`src/rtl/repl_policy.sv`:
```
// Bit-PLRU victim selector: one MRU bit per way per set, self-clearing after reset,
// registered victim response. Define REPL_LFSR_EN to rotate the MRU search start with an LFSR.
module repl_policy #(
    parameter int WAYS       = 4,
    parameter int SETS       = 256,
    parameter int INDEX_BITS = 8,
    parameter int WAY_BITS   = 2
) (
    input  logic                  clk,
    input  logic                  rst_n,
    input  logic                  req_valid,
    output logic                  req_ready,
    input  logic [INDEX_BITS-1:0] req_index,
    input  logic [WAYS-1:0]       req_valid_mask,
    input  logic                  req_alloc,
    input  logic                  touch_valid,
    input  logic [INDEX_BITS-1:0] touch_index,
    input  logic [WAY_BITS-1:0]   touch_way,
    output logic                  resp_valid,
    output logic [WAY_BITS-1:0]   resp_way,
    output logic [WAYS-1:0]       resp_onehot,
    output logic                  resp_was_invalid,
    output logic                  init_done
);

    typedef enum logic {S_INIT, S_RUN} state_t;

    state_t                  state;
    logic [INDEX_BITS-1:0]   init_cnt;
    logic [WAYS-1:0]         mru_mem [SETS];

    logic                    accept_p0;
    logic                    touch_run_p0;
    logic                    same_idx_p0;
    logic [WAYS-1:0]         touch_bits_p0;
    logic [WAYS-1:0]         alloc_bits_p0;
    logic [WAYS-1:0]         fwd_mru_p0;
    logic [WAY_BITS-1:0]     start_way_p0;
    logic [WAY_BITS-1:0]     inv_way_p0;
    logic [WAY_BITS-1:0]     mru_way_p0;
    logic [WAY_BITS-1:0]     victim_p0;
    logic                    any_inv_p0;

`ifdef REPL_LFSR_EN
    logic [7:0]              lfsr;
`endif

    function automatic logic [WAYS-1:0] way_bit(input logic [WAY_BITS-1:0] w);
        logic [WAYS-1:0] b;
        b    = '0;
        b[w] = 1'b1;
        return b;
    endfunction

    // Saturating to all-ones would leave no victim, so that case keeps only the new bits.
    function automatic logic [WAYS-1:0] mru_update(input logic [WAYS-1:0] old_bits,
                                                   input logic [WAYS-1:0] set_bits);
        logic [WAYS-1:0] nv;
        nv = old_bits | set_bits;
        if (&nv)
            nv = set_bits;
        return nv;
    endfunction

    function automatic logic [WAY_BITS-1:0] first_zero(input logic [WAYS-1:0]     bits,
                                                       input logic [WAY_BITS-1:0] start);
        logic [WAY_BITS-1:0] w;
        logic [WAY_BITS-1:0] sel;
        logic                found;
        sel   = '0;
        found = 1'b0;
        for (int i = 0; i < WAYS; i++) begin
            w = start + WAY_BITS'(i);
            if (!found && !bits[w]) begin
                sel   = w;
                found = 1'b1;
            end
        end
        return sel;
    endfunction

    // Stage p0: selection on forwarded MRU bits
    always_comb begin
        accept_p0     = req_valid && (state == S_RUN);
        touch_run_p0  = touch_valid && (state == S_RUN);
        same_idx_p0   = (touch_index == req_index);
        touch_bits_p0 = touch_run_p0 ? way_bit(touch_way) : '0;
        fwd_mru_p0    = (touch_run_p0 && same_idx_p0)
                        ? mru_update(mru_mem[req_index], touch_bits_p0)
                        : mru_mem[req_index];
`ifdef REPL_LFSR_EN
        start_way_p0  = lfsr[WAY_BITS-1:0];
`else
        start_way_p0  = '0;
`endif
        any_inv_p0    = ~&req_valid_mask;
        inv_way_p0    = first_zero(req_valid_mask, '0);
        mru_way_p0    = first_zero(fwd_mru_p0, start_way_p0);
        victim_p0     = any_inv_p0 ? inv_way_p0 : mru_way_p0;
        alloc_bits_p0 = (accept_p0 && req_alloc) ? way_bit(victim_p0) : '0;
    end

    // MRU array: no reset so it can map onto RAM; INIT sweeps it clear instead.
    always_ff @(posedge clk) begin
        if (state == S_INIT) begin
            mru_mem[init_cnt] <= '0;
        end else begin
            if (touch_run_p0)
                mru_mem[touch_index] <= mru_update(mru_mem[touch_index],
                                        touch_bits_p0 | (same_idx_p0 ? alloc_bits_p0 : '0));
            if (accept_p0 && req_alloc)
                mru_mem[req_index] <= mru_update(mru_mem[req_index],
                                      alloc_bits_p0 | (same_idx_p0 ? touch_bits_p0 : '0));
        end
    end

    // Stage p1: control state and registered response
    always_ff @(posedge clk or negedge rst_n) begin
        if (!rst_n) begin
            state            <= S_INIT;
            init_cnt         <= '0;
            resp_valid       <= 1'b0;
            resp_way         <= '0;
            resp_onehot      <= '0;
            resp_was_invalid <= 1'b0;
`ifdef REPL_LFSR_EN
            lfsr             <= 8'h01;
`endif
        end else begin
            if (state == S_INIT) begin
                init_cnt <= init_cnt + INDEX_BITS'(1);
                if (init_cnt == INDEX_BITS'(SETS - 1))
                    state <= S_RUN;
            end
            resp_valid <= accept_p0;
            if (accept_p0) begin
                resp_way         <= victim_p0;
                resp_onehot      <= way_bit(victim_p0);
                resp_was_invalid <= any_inv_p0;
`ifdef REPL_LFSR_EN
                lfsr             <= {lfsr[6:0], lfsr[7] ^ lfsr[5] ^ lfsr[4] ^ lfsr[3]};
`endif
            end
        end
    end

    assign req_ready = (state == S_RUN);
    assign init_done = (state == S_RUN);

endmodule

```
`config.mk`:
```
export PLATFORM = sky130hd
export DESIGN_NAME = repl_policy
export DESIGN_NICKNAME = d
export VERILOG_FILES = /design/src/rtl/repl_policy.sv
export SDC_FILE = /design/constraint.sdc
export NUM_CORES = 2
export LEC_CHECK = 0
export CAP_MARGIN = 20
export CORE_UTILIZATION = 55
export CTS_CLUSTER_SIZE = 16
export DETAILED_ROUTE_END_ITERATION = 10
export PLACE_DENSITY = 0.71
export SYNTH_ARGS = -nofsm -noshare
export SYNTH_HDL_FRONTEND = slang
export SYNTH_SLANG_ARGS = --single-unit
```
`constraint.sdc`:
```
create_clock -name clk -period 4.2 [get_ports clk]
set_clock_uncertainty 0.1 [all_clocks]
set_input_delay 0.84 -clock clk [delete_from_list [all_inputs] [get_ports clk]]
set_output_delay 0.84 -clock clk [all_outputs]
set_load 0.01 [all_outputs]
```
### Yosys cells after proc, flatten, opt, wreduce, memory -nomap -nowiden

Memory sizes are Yosys's and may differ from the RTL's.
Index checks and enable logic that the tools add are counted.

| word-level totals | value |
|---|---|
| flip-flop bits (word level) | 17 |
| bits in writable memories | 1024 |
| bits of input ports | 27 |
| output and inout bits | 10 |
| logic and storage cells | 88 |
| memories kept | 1 |

| operators by class | value |
|---|---|
| $add $sub $neg | 1 |
| order comparisons | 4 |
| equality and inequality tests | 2 |
| multiplexer cells | 41 |
| bitwise operators | 5 |
| reduce and logical (&&, ||, !) cells | 28 |

Memory list:

| name | words | bits a word | rd ports | clocked after Yosys merged registers in | write ports | line | source |
|---|---|---|---|---|---|---|---|
| mru_mem | 256 | 4 | 2 | 0 | 2 | 30 | `logic [WAYS-1:0] mru_mem [SETS];` |

Operators with widths:

| cell | number |
|---|---|
| 2-to-1 mux 4 bit | 13 |
| 2-to-1 mux 1 bit | 20 |
| bitwise OR 4 bit | 5 |
| AND reduction 4 bit | 4 |
| logical AND 1 bit | 12 |
| logical NOT 1 bit | 11 |
| 2-to-1 mux 2 bit | 5 |
| adder 8 x 1 -> 8 bit, second input constant | 1 |
| == test 8 bit | 1 |
| == test 8 bit, second input constant | 1 |
| 2-to-1 mux 8 bit | 1 |
| < comparator 2 x 3 -> 1 bit, second input constant | 2 |
| demux 1 bit (select 2 bit) | 2 |
| >= comparator 2 x 1 -> 1 bit, second input constant | 2 |
| OR reduction 4 bit | 1 |

### Depth between registers and ports, before layout

| logic depth | value |
|---|---|
| depth after elaboration | 32 |
| depth in mapped cells | 21 |
| gate-level depth less buffers | 13 |

### Least setup slack after synthesis

OpenSTA, ideal clock, no wires.

| timing path | value |
|---|---|
| path kind | input to register |
| start point | in touch_index[0] |
| end point | mem mru_mem[243][2], data pin |
| setup time | 0.290 ns |
| arrival time | 5.513 ns |
| required time | 3.810 ns |
| path slack | -1.703 ns |
| stages | 14 |
| path buffers | 7 |
| path through | clkbuf_1 > buf_2 > buf_2 > clkbuf_1 > buf_1 > mux4_2 > mux4_2 > mux4_2 > mux4_2 > a21boi_1 > o31ai_1 > buf_2 > clkbuf_1 > mux2i_1 |

RTL lines:

| element | line | source |
|---|---|---|
| start: declaration | 17 | `input logic [INDEX_BITS-1:0] touch_index,` |
| end: declaration | 30 |  |

==> flow_summary.ini <==
[worst_setup_path]
path_class = in -> reg
reg2reg_slack_ns = -1.04
timing.critical_path.from = req_index[0]
crit_slowest_cell = mux4_2
crit_fanout = 10
cp_top_family = buffers and inverters
path_cells = buf_16 -> buf_12 -> buf_4 -> buf_4 -> mux4_2 -> mux2i_1 -> buf_4 -> o22ai_1 -> nor4b_4 -> nor3_4 -> o2bb2ai_4 -> buf_6 -> o2bb2ai_1 -> o31a_1 -> buf_4 -> nor4_4 -> o41ai_2 -> buf_4 -> a21boi_4 -> o31ai_4 -> buf_12 -> buf_8 -> clkbuf_16 -> mux2i_1
rr_endpoint = mru_mem[115][2]
cpPeakStageDelay_ns = 0.50
cp-start-kind = primary input
end_kind = flop
crit_top_cell = buf_4
crit_path_end = mru_mem[115][2]
crit_cells = 24
r2r_start = mru_mem[234][1]
worstPathArrival_ns = 5.76
r2r_cells = 20
required_ns = 4.56
cp_num_buf_inv = 11

[finish]
layout-drive-gt1-share = 0.352
finalInstanceArea_sq_um = 79400
post-route-util = 0.691
nets = 5067
area_growth_pct = 23.7

[timing]
setup_ws_ns = -1.20
min_period_ns = 5.40
period_share = 1.29
hold_violations = 0
maxSlewHeadroom = 0.322
drv_slew = 0
final-setup-viol-count = 1026
rsz0062_at_grt = yes
fin_tns_setup_ns = -1096.02
hold_slack_ns = 0.383
worst_pin_slew_ns = 1.01
fmax_ghz = 0.185

[routing]
first_pass_iters = 6
highest_layer = met5
drc = 0
vias = 51571
wl_met1_mm = 89.0
routed_wl_mm = 272
wl_met2_mm = 111
dr.first_iter.drc_count = 9143
wl_met3_mm = 51.1
drtAntennaViolNets = 0
wire_per_inst_microns = 40.9
vias_per_cell = 7.75

[global_route]
gr-total-overflow = 0
grt_pass1_vias = 48719
grt_pass1_wl_mm = 368
track_usage = 0.447
antenna_found_initial = 14
grt_start_max_net_pins = 49

[min_path]
min_path_type = reg -> reg

[power_and_ir_drop]
peakVddDrop_uv = 323
leakagePower_nw = 23.2
power.switching_w = 0.00657
total_power_w = 0.0249
clkPwrFrac = 0.397
swShare = 0.264
pwr_density_cell_nw_per_um2 = 313
power_frac_seq = 0.451
internal_power_w = 0.0183
combinationalPowerShare = 0.152

[clock_tree]
cts_hold_buf = 0
clk_pin_slew_ns = 0.07
cts.sinks = 1041
clockBufferDepth = 3
cts_tree = yes
numCtsBuffers = 111
insertion_delay_ns = 0.75
h-tree-depth = 3
root_buffer = clkbuf_16

[die]
initial_utilization = 0.558
fp.dieArea_sq_um = 118000
fp.coreArea_sq_um = 115000
ios = 37
rows = 124
die_width_microns = 344
die_h_microns = 344

[place]
gp_congestion = 1.07
port_buffers = 36
post_dp_cell_area_sq_um = 71600
dp_hpwl_mm = 178

[logic_synthesis]
ys_seq_elements = 1041
synth_most_common_cell = mux2i_1
yosys_warnings = 0
ys.flop_type = edfxtp_1
synth_area_leader_cell = edfxtp_1
synthCells = 4473
netlist_area_sq_um = 64200
synth_top_area_frac = 0.479
synth_cell_type_count = 80
ys_async_sr_fraction = 0.0163
syn_nets = 4501
syn_avg_cell_area_sq_um = 14.3
synth-edff-count = 1024
synth.area.top_cells = edfxtp_1, mux2i_1, mux4_2
synth_common_cells = mux2i_1, edfxtp_1, mux4_2, nor2_1, clkbuf_1
yosysSeqAreaShare = 0.486

[run]
cap_violations = 0

[outcome]
status = complete, but fails checks
violations = negative setup slack
[power groups by stage]
stage	Clock [W]	Sequential, W	Combinational, W
final	0.00987	0.0112	0.00378
after global routing	0.0102	0.0112	0.00375
after CTS	0.00979	0.0112	0.00347
after detailed placement	0	0.0115	0.00285
after floorplan	0	0.0115	0.00151
after global placement	0	0.0115	0.00284
[layout by cell type (no fill, tap or decap), types with 26 or more instances in the layout]
cell type,Yosys,layout
a21oi_1,27,26
a22oi_1,68,60
buf_12,0,148
buf_16,0,60
buf_4,40,663
buf_6,30,47
clkbuf_16,0,136
edfxtp_1,1024,1024
mux2i_1,1189,1181
mux4_2,525,525
nand2_1,135,129
nand3_1,69,51
nor2_1,267,266
nor3_1,31,28
o22ai_1,253,247
[layout make-up]
type | count | area, sq um
antenna | 13 | 32.5
clock buffer | 138 | 2970
clock inverter | 63 | 542
fill | 7761 | 35600
inverter | 9 | 33.8
multi-input combinational | 2875 | 31200
sequential | 1041 | 31200
tap | 1512 | 1890
timing repair buffer | 1001 | 11600
[through the flow]
step           std cells  worst slack [ns]
6_report            6652             -1.20
5_1_grt             6641             -1.13
4_1_cts             6594            -0.923
3_5_place_dp        6270             -2.29
3_3_place_gp        6270             -2.26
2_1_floorplan       4473             -1.06
[sequential cells by signal, summed over array words and instances, names as in the netlist]
name,cells
resp_onehot,4
init_cnt,8
resp_was_invalid,1
resp_valid,1
resp_way,2
init_done,1
mru_mem,1024
[how the worst min path moves through the flow]
stage,start,endpoint,cells after the start
2_1_floorplan,init_cnt[7],init_cnt[7],1
3_3_place_gp,resp_onehot[2],resp_onehot[2],2
3_5_place_dp,resp_way[0],resp_way[0],2
4_1_cts,resp_way[0],resp_way[0],2
5_1_grt,resp_onehot[1],resp_onehot[1],2
6_report,resp_way[0],resp_way[0],2
[routing by layer]
layer,vias up,track usage
met5,-,0.00601
met1,25528,0.594
met2,5522,0.615
li1,19361,-
met4,16,0.263
met3,1144,0.182
[worst reg2reg max path, cell delays in order (launching register included)]
cell	delay, ns
edfxtp_1	0.42
mux4_2	0.50
mux2i_1	0.31
buf_4	0.17
o22ai_1	0.16
nor4b_4	0.51
nor3_4	0.12
o2bb2ai_4	0.33
buf_6	0.17
o2bb2ai_1	0.11
o31a_1	0.27
buf_4	0.17
nor4_4	0.04
o41ai_2	0.29
buf_4	0.20
a21boi_4	0.06
o31ai_4	0.31
buf_12	0.20
buf_8	0.25
clkbuf_16	0.23
mux2i_1	0.08
[cell families after synthesis]
kind of cell,synth area share
compound gates,0.0557
xor+xnor,0.00205
flops,0.486
fa+ha+maj,0.000195
mux,0.372
buf+inv,0.0412
simple gates,0.0434
[timing repair]
item | in CTS | in global routing
gates resized for setup | 247 | 94
hold endpoints to repair | 0 | 0
setup buffers | 82 | 20
endpoints found under the setup margin | 1030 | 1028
pin swaps | 35 | 26
cloned | 43 | 35
Note: power is estimated with default switching activity, not from simulation.
